==> src/rtl/acq_sequencer.sv <==
// Run sequencer for the sampling datapath: latches configuration, flushes the datapath,
// waits for an optional probe trigger, gates acquisition and ends the run on stop, limit or stall.
module acq_sequencer #(
    parameter int FLUSH_CYCLES = 4,
    parameter int CNT_W        = 32
) (
    input  logic             clk,
    input  logic             rst,
    input  logic             cmd_start,
    input  logic             cmd_stop,
    input  logic [7:0]       cfg_divisor,
    input  logic [15:0]      cfg_chan_enable,
    input  logic [CNT_W-1:0] cfg_limit,
    input  logic [15:0]      cfg_trig_mask,
    input  logic [15:0]      cfg_trig_value,
    input  logic [15:0]      probe_synced,
    input  logic             sample_data_avail,
    input  logic             stalled,
    output logic             dp_rst,
    output logic             acq_enable,
    output logic [7:0]       clock_divisor,
    output logic [15:0]      channel_enable,
    output logic             busy,
    output logic             done,
    output logic [1:0]       status,
    output logic             err_cfg,
    output logic [CNT_W-1:0] word_count
);

    typedef enum logic [2:0] {
        ST_IDLE  = 3'd0,
        ST_FLUSH = 3'd1,
        ST_ARMED = 3'd2,
        ST_RUN   = 3'd3,
        ST_DONE  = 3'd4
    } state_t;

    localparam logic [1:0] STAT_NONE  = 2'b00;
    localparam logic [1:0] STAT_LIMIT = 2'b01;
    localparam logic [1:0] STAT_STOP  = 2'b10;
    localparam logic [1:0] STAT_OVF   = 2'b11;
    localparam logic [3:0] FLUSH_LAST = 4'(FLUSH_CYCLES - 1);

    // Counter holds at all-ones instead of wrapping.
    function automatic logic [CNT_W-1:0] sat_inc(input logic [CNT_W-1:0] v);
        if (v == {CNT_W{1'b1}}) begin
            sat_inc = v;
        end else begin
            sat_inc = v + {{(CNT_W-1){1'b0}}, 1'b1};
        end
    endfunction

    state_t           r_state;
    state_t           w_next_state;
    logic [3:0]       r_flush_cnt;
    logic [3:0]       w_next_flush;
    logic [CNT_W-1:0] r_limit;
    logic [CNT_W-1:0] w_next_limit;
    logic [15:0]      r_trig_mask;
    logic [15:0]      w_next_tmask;
    logic [15:0]      r_trig_value;
    logic [15:0]      w_next_tvalue;
    logic             r_dp_rst;
    logic             r_acq_enable;
    logic [7:0]       r_clock_divisor;
    logic [7:0]       w_next_div;
    logic [15:0]      r_channel_enable;
    logic [15:0]      w_next_chan;
    logic             r_busy;
    logic             r_done;
    logic [1:0]       r_status;
    logic [1:0]       w_next_status;
    logic             r_err_cfg;
    logic             w_next_err;
    logic [CNT_W-1:0] r_word_count;
    logic [CNT_W-1:0] w_next_count;
    logic [CNT_W-1:0] w_count_inc;
    logic             w_trig_hit;

    assign w_count_inc = sat_inc(r_word_count);
    assign w_trig_hit  = ((probe_synced & r_trig_mask) == (r_trig_value & r_trig_mask));

    // Next-state and next-register-value decode.
    always_comb begin
        w_next_state  = r_state;
        w_next_flush  = r_flush_cnt;
        w_next_limit  = r_limit;
        w_next_tmask  = r_trig_mask;
        w_next_tvalue = r_trig_value;
        w_next_div    = r_clock_divisor;
        w_next_chan   = r_channel_enable;
        w_next_status = r_status;
        w_next_err    = r_err_cfg;
        w_next_count  = r_word_count;
        case (r_state)
            ST_IDLE, ST_DONE: begin
                // A simultaneous stop cancels the start request outright.
                if (cmd_stop) begin
                    w_next_state = r_state;
                end else if (cmd_start) begin
                    if (cfg_chan_enable == 16'h0000) begin
                        w_next_err = 1'b1;
                    end else begin
                        w_next_div    = cfg_divisor;
                        w_next_chan   = cfg_chan_enable;
                        w_next_limit  = cfg_limit;
                        w_next_tmask  = cfg_trig_mask;
                        w_next_tvalue = cfg_trig_value;
                        w_next_count  = {CNT_W{1'b0}};
                        w_next_status = STAT_NONE;
                        w_next_err    = 1'b0;
                        w_next_flush  = 4'd0;
                        w_next_state  = ST_FLUSH;
                    end
                end else begin
                    w_next_state = r_state;
                end
            end
            ST_FLUSH: begin
                if (cmd_stop) begin
                    w_next_status = STAT_STOP;
                    w_next_state  = ST_DONE;
                end else if (r_flush_cnt == FLUSH_LAST) begin
                    w_next_state = ST_ARMED;
                end else begin
                    w_next_flush = r_flush_cnt + 4'd1;
                end
            end
            ST_ARMED: begin
                if (cmd_stop) begin
                    w_next_status = STAT_STOP;
                    w_next_state  = ST_DONE;
                end else if (w_trig_hit) begin
                    w_next_state = ST_RUN;
                end else begin
                    w_next_state = ST_ARMED;
                end
            end
            ST_RUN: begin
                // A word arriving in the exit cycle is still counted.
                if (sample_data_avail) begin
                    w_next_count = w_count_inc;
                end else begin
                    w_next_count = r_word_count;
                end
                if (stalled) begin
                    w_next_status = STAT_OVF;
                    w_next_state  = ST_DONE;
                end else if (cmd_stop) begin
                    w_next_status = STAT_STOP;
                    w_next_state  = ST_DONE;
                end else if (sample_data_avail && (r_limit != {CNT_W{1'b0}}) &&
                             (w_count_inc == r_limit)) begin
                    w_next_status = STAT_LIMIT;
                    w_next_state  = ST_DONE;
                end else begin
                    w_next_state = ST_RUN;
                end
            end
            default: begin
                w_next_state = ST_IDLE;
            end
        endcase
    end

    // FSM state and flush counter.
    always_ff @(posedge clk) begin
        if (rst) begin
            r_state     <= ST_IDLE;
            r_flush_cnt <= 4'd0;
        end else begin
            r_state     <= w_next_state;
            r_flush_cnt <= w_next_flush;
        end
    end

    // Latched run configuration and registered outputs, decoded from the next state.
    always_ff @(posedge clk) begin
        if (rst) begin
            r_limit          <= {CNT_W{1'b0}};
            r_trig_mask      <= 16'h0000;
            r_trig_value     <= 16'h0000;
            r_clock_divisor  <= 8'h00;
            r_channel_enable <= 16'h0000;
            r_dp_rst         <= 1'b0;
            r_acq_enable     <= 1'b0;
            r_busy           <= 1'b0;
            r_done           <= 1'b0;
            r_status         <= STAT_NONE;
            r_err_cfg        <= 1'b0;
            r_word_count     <= {CNT_W{1'b0}};
        end else begin
            r_limit          <= w_next_limit;
            r_trig_mask      <= w_next_tmask;
            r_trig_value     <= w_next_tvalue;
            r_clock_divisor  <= w_next_div;
            r_channel_enable <= w_next_chan;
            r_dp_rst         <= (w_next_state == ST_FLUSH);
            r_acq_enable     <= (w_next_state == ST_RUN);
            r_busy           <= (w_next_state == ST_FLUSH) || (w_next_state == ST_ARMED) ||
                                (w_next_state == ST_RUN);
            r_done           <= (w_next_state == ST_DONE);
            r_status         <= w_next_status;
            r_err_cfg        <= w_next_err;
            r_word_count     <= w_next_count;
        end
    end

    assign dp_rst         = r_dp_rst;
    assign acq_enable     = r_acq_enable;
    assign clock_divisor  = r_clock_divisor;
    assign channel_enable = r_channel_enable;
    assign busy           = r_busy;
    assign done           = r_done;
    assign status         = r_status;
    assign err_cfg        = r_err_cfg;
    assign word_count     = r_word_count;

endmodule
==> config.mk <==
export PLATFORM = sky130hd
export DESIGN_NAME = acq_sequencer
export DESIGN_NICKNAME = d
export VERILOG_FILES = /design/src/rtl/acq_sequencer.sv
export SDC_FILE = /design/constraint.sdc
export NUM_CORES = 1
export LEC_CHECK = 0
export ABC_AREA = 1
export CAP_MARGIN = 20
export CELL_PAD_IN_SITES_DETAIL_PLACEMENT = 0
export CELL_PAD_IN_SITES_GLOBAL_PLACEMENT = 2
export CORE_ASPECT_RATIO = 1.2
export CORE_UTILIZATION = 26
export DETAILED_ROUTE_END_ITERATION = 8
export GPL_ROUTABILITY_DRIVEN = 0
export GPL_TIMING_DRIVEN = 0
export PLACE_DENSITY_LB_ADDON = 0.3
export SETUP_SLACK_MARGIN = 0.15
export SLEW_MARGIN = 15
export SYNTH_ARGS = -nofsm -noshare
export SYNTH_HDL_FRONTEND = slang
export SYNTH_SLANG_ARGS = --single-unit
==> constraint.sdc <==
create_clock -name clk -period 2.9 [get_ports clk]
set_clock_uncertainty 0.2 [all_clocks]
set_input_delay 0.58 -clock clk [delete_from_list [all_inputs] [get_ports clk]]
set_output_delay 0.58 -clock clk [all_outputs]
set_load 0.1 [all_outputs]
==> results.yml <==
critical_path:
  crit_slowest_cell: "dfxtp_4"
  r2r-end: "status[1]"
  path_cells: "ha_4 > nand3_4 > inv_4 > nand2_8 > nor2_8 > nand2_4 > buf_8 > nand2_2 > xor2_4 > nand3_1 > nor2_1 > nand2_1 > nor2_2 > nand2_2 > nand3_4 > nand3_1 > nand2_1 > nor2_1"
  cpPeakStageDelay_ns: 0.38
  arrival_ns: 2.85
  r2r_cells: 18
  path_class: "reg -> reg"
  critical_path_peak_fanout: 10
  worstPathRequired_ns: 3.01
  setup.worst_path.end_class: "flop"
  r2r_start: "word_count[1]"
  r2r_setup_slack_ns: 0.17
  setup.worst_path.start_class: "flop"
  startpoint: "word_count[1]"
drt:
  drc: 0
  routed_wl_um: 26400
  wl_met2_um: 13500
  met1_length_um: 11100
  wl_per_cell_um: 16.3
  route.vias.total: 7517
  top_layer_used: "met5"
  drt_first_pass_iters: 7
  wl_met3_um: 1380
  antenna_left: 0
  first_iter_violations: 376
  via_per_inst: 4.65
floorplan:
  core_sq_um: 25800
  initial_utilization_pct: 26.7
  die_area_sq_um: 27200
  rows: 64
  fp.dieH_um: 180
  num_io_pins: 173
  die_x_um: 151
grt:
  grt_usage_pct: 20.0
  grt_remaining_overflow: 0
  grt_max_degree: 17
  grt_pass1_wl_um: 41300
  grt_pass1_vias: 7426
  grt_antenna_before_repair: 2
synthesis:
  synth_area_leaders: "dfxtp_1 39%, nand2_1 16%, a21oi_1 11%, nand3_1 8.9%, inv_1 5.3%"
  seq_area_frac_synth_pct: 38.9
  postSynth.asyncResetShare_pct: 0
  synth_top_area_share_pct: 38.9
  synth_cell_types: 36
  syn-cell-area_sq_um: 6890
  ys_ff_latch: 134
  synth_area_leader_cell: "dfxtp_1"
  synth_commonest_cells: "298 x nand2_1, 147 x a21oi_1, 134 x dfxtp_1"
  yosysWarnings: 0
  synth_fp_nets: 1177
  synth_most_common_cell: "nand2_1"
  synth_top_flop_cell: "dfxtp_1"
  syn_inst: 1065
  synth_edf_count: 0
  avgSynthCellArea_sq_um: 6.47
timing:
  setup-violations-final: 0
  setup_slack_ns: 0.167
  worst_pin_slew_ns: 1.03
  hold_viol: 0
  rsz0062_at_grt: "yes"
  setup_tns_ns: 0
  max-slew-margin-rel_pct: 31.2
  hold_ws_ns: 0.254
  fmax_ghz: 0.366
  min_period_ns: 2.73
  slew_viol_final: 0
  finalCritPeriodShare_pct: 94.2
cts:
  cts_made_buffers: 17
  clk_latency_ns: 0.42
  cts_tree: "built"
  cts_hold_buf: 0
  clkTransAtPathRegs_ns: 0.06
  clk_path_buf_depth: 2
  cts_htree_levels: 4
  clockRootBuffer: "clkbuf_16"
  cts.sinks: 134
placement:
  hpwl_um: 21100
  pre_cts_ws_ns: -0.883
  dp.cells: 1566
  port_buffers: 171
power_and_ir_drop:
  leakagePower_uw: 0.00413
  peakVddDrop_v: 0.000400
  powerDensity_nw_per_um2: 498
flow_run:
  maxCapViolations: 0
hold_path:
  min_path_cells: 2
  hold_class: "reg -> reg"
  worstHoldStart: "r_trig_mask[8]"
  min_to: "r_trig_mask[8]"
cells_and_area:
  filler_cell_count: 2859
  layout.nets: 1384
  synthToLayoutAreaGrowth_pct: 46.9
  fin_cells: 1616
  final_layout_size_suffix_gt1_share_pct: 12.6
outcome:
  status: "complete, no violations"
[metrics by stage]
step	utilization, %	power (uW)	cell area (sq um)
2_1_floorplan	-	2560	6940
3_5_place_dp	35.1	2920	9060
3_3_place_gp	35.1	2920	9060
5_1_grt	39.3	5270	10100
4_1_cts	38.2	5100	9850
6_report	39.3	5050	10100
[state kept, by name (all words and copies together), names as in the netlist, 2 cells and up]
register,count
channel_enable,16
status,2
word_count,32
r_flush_cnt,4
clock_divisor,8
r_limit,32
r_trig_mask,16
r_trig_value,16
r_state,3
[power by group]
group | internal [uW] | switching, uW
registers | 1940 | 50.7
logic | 333 | 570
clock network | 1270 | 880
total | 3550 | 1500
[final cells by class]
cell class	instances	area (sq um)	share of cell area, %
multi-input combinational	786	3920	38.7
timing repair buffer	188	1870	18.5
antenna	1	2.50	0.0247
clock inverter	14	150	1.48
clock buffer	18	429	4.24
sequential	134	2740	27.0
tap	330	413	4.08
buffer	47	225	2.22
inverter	98	370	3.66
[critical path, delay by kind of cell (launching register included)]
family | cells | cell delay, ns
adder cells (fa/ha/maj) | 1 | 0.15
XOR/XNOR | 1 | 0.20
flip-flops | 1 | 0.38
buffers and inverters | 2 | 0.28
AND/OR/NAND/NOR | 14 | 1.38
[how the worst max path moves through the flow]
stage / to / slack, ns / cells past startpoint
after floorplan: status[0] / 0.18 / 17
after global placement: r_limit[31] / -0.87 / 9
after detailed placement: r_limit[0] / -0.88 / 9
after CTS: word_count[1] / 0.14 / 1
after global routing: status[1] / -0.0006 / 18
final: status[1] / 0.17 / 18
[routing by layer]
layer  up-vias  track usage, %
li1       3920               -
met1      3411            23.4
met2       159            36.0
met3        25            4.68
met4         2            4.80
met5         -               0
[placed cells by master, fill, tap and decap left out, types with 3 or more instances in the layout]
master / instances
a21oi_1: 143
a21oi_2: 4
buf_4: 16
buf_6: 3
clkbuf_1: 30
clkbuf_16: 17
clkbuf_2: 12
clkdlybuf4s50_1: 138
clkinv_2: 3
clkinv_4: 3
clkinvlp_4: 3
dfxtp_1: 102
dfxtp_2: 26
dfxtp_4: 6
dlygate4sd2_1: 17
dlymetal6s2s_1: 16
inv_1: 96
inv_6: 3
nand2_1: 287
nand2_2: 13
nand2_4: 4
nand3_1: 115
nand3_2: 8
nand4_1: 14
nor2_1: 62
nor2_2: 14
nor2_4: 8
nor3_1: 6
nor4_1: 4
o21ai_0: 65
o21bai_1: 4
xnor2_1: 5
xor2_1: 5
[logic make-up after synthesis]
family / count (synthesis) / synth area share (%)
XOR/XNOR: 13 / 1.65
AND/OR/NAND/NOR: 546 / 34.0
multiplexers: 1 / 0.145
adder cells (fa/ha/maj): 2 / 0.363
AO/OA/AOI/OAI: 224 / 16.7
buffers and inverters: 145 / 8.17
flip-flops: 134 / 38.9
[what timing repair did]
| item | 4_1_cts | 5_1_grt |
|---|---|---|
| pin swaps | 7 | 13 |
| endpoints found under the hold margin | 0 | 0 |
| setup endpoints to repair | 118 | 118 |
| gates resized for setup | 56 | 76 |
| setup buffers | 9 | 8 |
(Power assumes the default switching activity.)
